==> src/rtl/shreg_pkg.sv <==
// Shared types and frame-length helpers for the universal shift register.
package shreg_pkg;

    typedef enum logic [1:0] {
        SHREG_SL = 2'b00,
        SHREG_SR = 2'b01,
        SHREG_RL = 2'b10,
        SHREG_RR = 2'b11
    } shreg_mode_t;

    function automatic int unsigned frame_len(input int unsigned w, input int unsigned step);
        return w / step;
    endfunction

    // A two-shift frame still needs one counter bit.
    function automatic int unsigned frame_cnt_width(input int unsigned w, input int unsigned step);
        int unsigned len;
        len = frame_len(w, step);
        return (len > 2) ? $clog2(len) : 1;
    endfunction

endpackage

==> src/rtl/shreg_frame_counter.sv <==
// Counts shifts within a frame and emits a registered one-cycle terminal-count pulse.
module shreg_frame_counter
    import shreg_pkg::*;
#(
    parameter int unsigned LEN = 4,
    parameter int unsigned CW  = 2
) (
    input  logic clk,
    input  logic sclr_n,
    input  logic clear,
    input  logic advance,
    output logic tc
);

    logic [CW-1:0] cnt;

    always_ff @(posedge clk) begin
        if (!sclr_n) begin
            cnt <= '0;
            tc  <= 1'b0;
        end else if (clear) begin
            cnt <= '0;
            tc  <= 1'b0;
        end else if (advance) begin
            if (cnt == CW'(LEN - 1)) begin
                cnt <= '0;
                tc  <= 1'b1;
            end else begin
                cnt <= cnt + CW'(1);
                tc  <= 1'b0;
            end
        end else begin
            tc <= 1'b0;
        end
    end

endmodule

==> src/rtl/shreg_universal.sv <==
// Parametrised universal shift register with logical/rotate modes and STEP-bit lanes.
// Optional frame counter built when SHREG_FRAME_EN is defined.
module shreg_universal
    import shreg_pkg::*;
#(
    parameter int unsigned W          = 8,
    parameter int unsigned STEP       = 1,
    parameter int unsigned SSET_VALUE = 2
) (
    input  logic            clk,
    input  logic            sclr_n,
    input  logic            sset,
    input  logic            en,
    input  logic            load,
    input  logic [1:0]      mode,
    input  logic [STEP-1:0] si,
    input  logic [W-1:0]    data,
    output logic [W-1:0]    q,
    output logic [STEP-1:0] so,
    output logic            frame_done
);

    if (W < 2 || STEP < 1 || STEP >= W || (W % STEP) != 0) begin : g_bad_params
        $error("shreg_universal: illegal W/STEP combination");
    end

    localparam logic [W-1:0] SSET_Q = W'(SSET_VALUE);

    shreg_mode_t       mode_e;
    logic [W-1:0]      shift_q;
    logic [STEP-1:0]   shift_so;

    assign mode_e = shreg_mode_t'(mode);

    always_comb begin
        shift_q  = q;
        shift_so = so;
        case (mode_e)
            SHREG_SL: begin
                shift_q  = {q[W-STEP-1:0], si};
                shift_so = q[W-1 -: STEP];
            end
            SHREG_SR: begin
                shift_q  = {si, q[W-1:STEP]};
                shift_so = q[STEP-1:0];
            end
            SHREG_RL: begin
                shift_q  = {q[W-STEP-1:0], q[W-1 -: STEP]};
                shift_so = q[W-1 -: STEP];
            end
            SHREG_RR: begin
                shift_q  = {q[STEP-1:0], q[W-1:STEP]};
                shift_so = q[STEP-1:0];
            end
            default: ;
        endcase
    end

    always_ff @(posedge clk) begin
        if (!sclr_n) begin
            q  <= '0;
            so <= '0;
        end else if (sset) begin
            q <= SSET_Q;
        end else if (en) begin
            if (load) begin
                q <= data;
            end else begin
                q  <= shift_q;
                so <= shift_so;
            end
        end
    end

`ifdef SHREG_FRAME_EN
    localparam int unsigned FRAME_LEN = frame_len(W, STEP);
    localparam int unsigned CNT_W     = frame_cnt_width(W, STEP);

    logic frame_clear;
    logic frame_advance;

    // sset outranks en, so it restarts the frame even while disabled.
    assign frame_clear   = sset | (en & load);
    assign frame_advance = en & ~load & ~sset;

    shreg_frame_counter #(
        .LEN (FRAME_LEN),
        .CW  (CNT_W)
    ) u_frame_counter (
        .clk     (clk),
        .sclr_n  (sclr_n),
        .clear   (frame_clear),
        .advance (frame_advance),
        .tc      (frame_done)
    );
`else
    assign frame_done = 1'b0;
`endif

endmodule

==> config.mk <==
export PLATFORM = sky130hd
export DESIGN_NAME = shreg_universal
export DESIGN_NICKNAME = d
export VERILOG_FILES = /design/src/rtl/shreg_pkg.sv /design/src/rtl/shreg_frame_counter.sv /design/src/rtl/shreg_universal.sv
export SDC_FILE = /design/constraint.sdc
export NUM_CORES = 1
export LEC_CHECK = 0
export ABC_AREA = 1
export CAP_MARGIN = 15
export CORE_MARGIN = 5
export CORE_UTILIZATION = 35
export CTS_BUF_LIST = sky130_fd_sc_hd__clkbuf_16
export CTS_CLUSTER_SIZE = 24
export DETAILED_ROUTE_END_ITERATION = 10
export PLACE_DENSITY_LB_ADDON = 0.12
export SYNTH_ARGS = -nofsm -noshare
export SYNTH_HDL_FRONTEND = slang
export SYNTH_SLANG_ARGS = --single-unit
export TNS_END_PERCENT = 10
==> constraint.sdc <==
create_clock -name clk -period 0.87 [get_ports clk]
set_clock_uncertainty 0.15 [all_clocks]
set_input_delay 0.087 -clock clk [delete_from_list [all_inputs] [get_ports clk]]
set_output_delay 0.087 -clock clk [all_outputs]
set_load 0.03 [all_outputs]
**After elaboration in Yosys (flattened, before gate mapping)**

Index checks and enable logic that the tools add are counted.

- Muxes and demuxes: 5
- Reductions and logical operators: 6
- Equality and inequality tests: 3
- Bitwise logic cells: 3

Operators with widths:

| kind | number |
|---|---|
| one-hot mux 8 bit (4 select lines) | 1 |
| two-way mux 8 bit | 1 |
| OR reduction 2 bit | 3 |
| equality test 2 bit (second input constant) | 2 |
| two-way mux 2 bit | 2 |
| NOT 1 bit | 3 |
| AND reduction 3 bit | 1 |
| equality test 2 x 1 -> 1 bit (second input constant) | 1 |
| zero test 2 bit | 1 |
| one-hot mux 1 bit (2 select lines) | 1 |
| nonzero test 2 bit | 1 |

- Word-level logic and storage cells: 20
- Register bits after elaboration: 9
- Output and inout bits: 10

**Longest topological paths before layout**

- Depth in word-level cells: 5
- Gate-level depth with buffers: 7
- Gate-level depth less buffers: 7

**Least setup slack after synthesis**

OpenSTA, ideal clock, no wires.

- Path kind: reg2reg
- Start: reg q[7]
- End: reg q[6]
- Setup slack: -253 ps
- Setup time: 70 ps
- Data arrival time: 903 ps
- Clock period less this slack: 1123 ps
- Data required time: 650 ps
- Stages on the path, launching flop included: 5
- Path through: dfxtp_1 inv_1 a21oi_1 o21ai_0 a21oi_1

- Word-level cells in the longest chain between the ends: 2

RTL lines:

| element | RTL line | source |
|---|---|---|
| start, declared | shreg_universal.sv:18 | `output logic [W-1:0] q,` |
| start signal, assigned | shreg_universal.sv:67 | `q <= data;` |
| start signal, assigned | shreg_universal.sv:69 | `q <= shift_q;` |
| one-hot mux 8 bit (4 select lines) | shreg_universal.sv:38 | `case (mode_e)` |
| two-way mux 8 bit | shreg_universal.sv:66 | `if (load) begin` |

No other way between the ends.
A chain may end at the register's enable or synchronous reset.

**Final worst setup path**

- Start: reg q[4]
- End: out q[4]

No word-level cell between the ends.

==> results.md <==
- Depth of the most critical reg-to-reg path: 6
- Final hold slack: 0.1814 ns
- Register area: 211.5 µm²
- Clock net sink count: 9
- Effective utilization at floorplan: 0.3688
- Inserted Clock Buffers: 3
- Final critical-path share of the clock period: 1.199
- Count of hold-fix buffers inserted at cts: 0
- Clock buffer depth: 2
- Worst Hold Path Cells: 5
- Net total in the final layout: 140
- Max Fclk: 958.8 MHz
- Total leakage power: 0.4342 nW
- Share of layout cells above drive strength 1: 0.4065
- Data required time of the worst path: 0.63 ns
- Final critical path time including I/O delays and setup: 1.043 ns
- Mapped Cells: 90
- DRC viols: 0
- Kind of path behind the tightest hold check: in2reg
- Initial antenna violation count: 0
- Clk Tree Root Cell: clkbuf_16
- Peak ir drop on the vdd network: 0.001548 V
- Total global routing overflow: 0
- Final setup margin: -0.1730 ns
- Final routed wirelength across all metal layers: 1.816 mm
- Run status: complete, but fails checks
- Final routed wire length divided by cell count: 13.06 µm
- Finished Layout Cells: 139
- Total Routing Usage GR: 0.1515
- Post-route cell area: 1030 µm²
- Core Region: 1506 µm²
- Level count of the clock H-tree: 1
- Power, Total: 1.562 mW
- Yosys top cell by area: dfxtp_1
- Launch instance of the worst min-delay path: load
- Most area-consuming cells after synthesis: dfxtp_1, a21oi_1, nand2_1
- Worst EP arrival: 0.81 ns
- DP Worst Slack: -0.5673 ns
- DIE HEIGHT: 49.84 µm
- Via/cell ratio: 5.050
- Register-to-register setup slack: -0.09 ns
- Detail Route Antenna Nets: 0
- Setup repair after global routing missed its margin: yes
- Launching element type of the critical path: flip-flop
- Relative area change from synthesis to final layout: 85.36%
- Maximum number of pins on one net before global-route repair: 13
- Number of violations reported at the end of detailed-routing iteration 0: 7
- Final weighted congestion in routability-driven placement: 0.7828
- P per Cell Area: 1517 nW/µm²
- Post-Syn Area: 555.5 µm²
- Area of the die: 2484 µm²
- Kind of capture point of the worst setup path: output pin
- Setup violation total in the final timing report: 18
- Number of synthesized register bits: 9
- Area share of the largest cell type after synthesis: 0.3243
- Worst hold endpoint: q[0]$_SDFFE_PP0P_
- Share of synthesized area occupied by flip-flops and latches: 0.3243
- DP Area: 832.0 µm²
- Layout fillers: 147
- Yosys warns: 0
- Net count after synthesis: 106
- Most common cell after layout, fill and taps aside: nand2_1
- Number of global-route vias before repair: 687
- Peak fanout along the critical path: 3
- Horizontal die dimension: 49.84 µm
- Number of maximum-capacitance violations: 0
- Number of distinct library cells after synthesis: 17
- Clock latency on the worst-skew pair: 0.24 ns
- Final Hold Viols: 0
- CTS tree: yes
- Count of buffers inserted at the top-level ports: 24
- Placed instance count: 132
- Clock slew seen by the registers of the worst setup and hold paths: 0.04 ns
- Detailed Place HPWL: 1.221 mm
- I/O pin count: 26
- Reg-to-Reg Start: q[0]$_SDFFE_PP0P_
- Vias post-DR: 702
- Most used cells in the layout excluding fill and tap cells: nand2_1, inv_1, buf_6, clkdlybuf4s50_1
- Area taken by multi-input logic gates: 332.8 µm²
- First-pass iteration count of the detailed router: 4
- Number of pins exceeding their max-slew limit in the final report: 0
- Failing checks: setup timing
- Post-synthesis area per instance: 6.173 µm²
- Antenna cell count: 0
- Wire length of the first global-routing pass: 2.953 mm
- Site row count: 14
- Worst reg2reg path endpoint: q[7]$_SDFFE_PP0P_
- Utilization after layout: 0.6836
- Final-layout setup total negative slack: -1.514 ns
- Worst setup path category: reg2out
## flip-flops by register name, indices dropped and copies added (netlist names)
signal and flops:
q 8, so 1
## cell usage after synthesis
cell      count
clkinv_2      1
o21ai_0       5
conb_1        1
nand2_2       1
nor3_1        2
a21oi_1      17
a31oi_1       1
nand3_1       3
nor2_1        4
inv_2         1
buf_4         2
nand2_4       1
o21ai_1       7
dfxtp_1       9
nand2_1      18
buf_6         1
inv_1        16
## cells by family (layout without fill, tap and decap cells)
family	after synthesis	in the layout	share of synthesized area
DFF	9	9	0.3243
and+or+nand+nor	29	29	0.2252
AOI/OAI and AO/OA	30	30	0.2725
buffers and inverters	21	54	0.1712
other	1	1	0.006750
## routing by layer
metal,up-vias,global-route usage,routed length (µm)
met5,-,0,0
met4,0,0.05240,36
met3,7,0.06024,125
met2,21,0.2542,935
met1,321,0.1712,720
li1,353,-,-
## cell type report
cell class / count / area share
multi-input cells: 60 / 0.3232
repair buffers: 32 / 0.3050
flip-flops and latches: 9 / 0.2053
clock buffers: 3 / 0.07290
inverters: 18 / 0.07047
well taps: 16 / 0.01944
clock inverters: 1 / 0.003645
## worst max path at each step
stage	to	from	slack, ns
final	q[4]	q[4]$_SDFFE_PP0P_	-0.17
after global routing	q[4]	q[4]$_SDFFE_PP0P_	-0.19
after CTS	q[4]	q[4]$_SDFFE_PP0P_	-0.18
after detailed placement	q[2]$_SDFFE_PP0P_	en	-0.57
after global placement	q[4]$_SDFFE_PP0P_	en	-0.53
after floorplan	q[7]$_SDFFE_PP0P_	q[0]$_SDFFE_PP0P_	-0.08
## power breakdown
part | switching [mW] | leakage [nW] | internal [mW] | total, mW
combinational | 0.172 | 0.312 | 0.152 | 0.324
clock | 0.202 | 0.0423 | 0.600 | 0.802
sequential | 0.0186 | 0.0797 | 0.418 | 0.436
## critical path: stages, from the launching register on
cell and delay, ns:
dfxtp_4 0.34, buf_6 0.11, buf_6 0.12
## repair_timing
item                                   4_1_cts  5_1_grt
resized for setup                           29       10
endpoints found under the hold margin        0        0
pin swaps                                    3        5
setup buffers                                1        2
setup endpoints to repair                   18       18
Power figures use the tool's default switching activity.
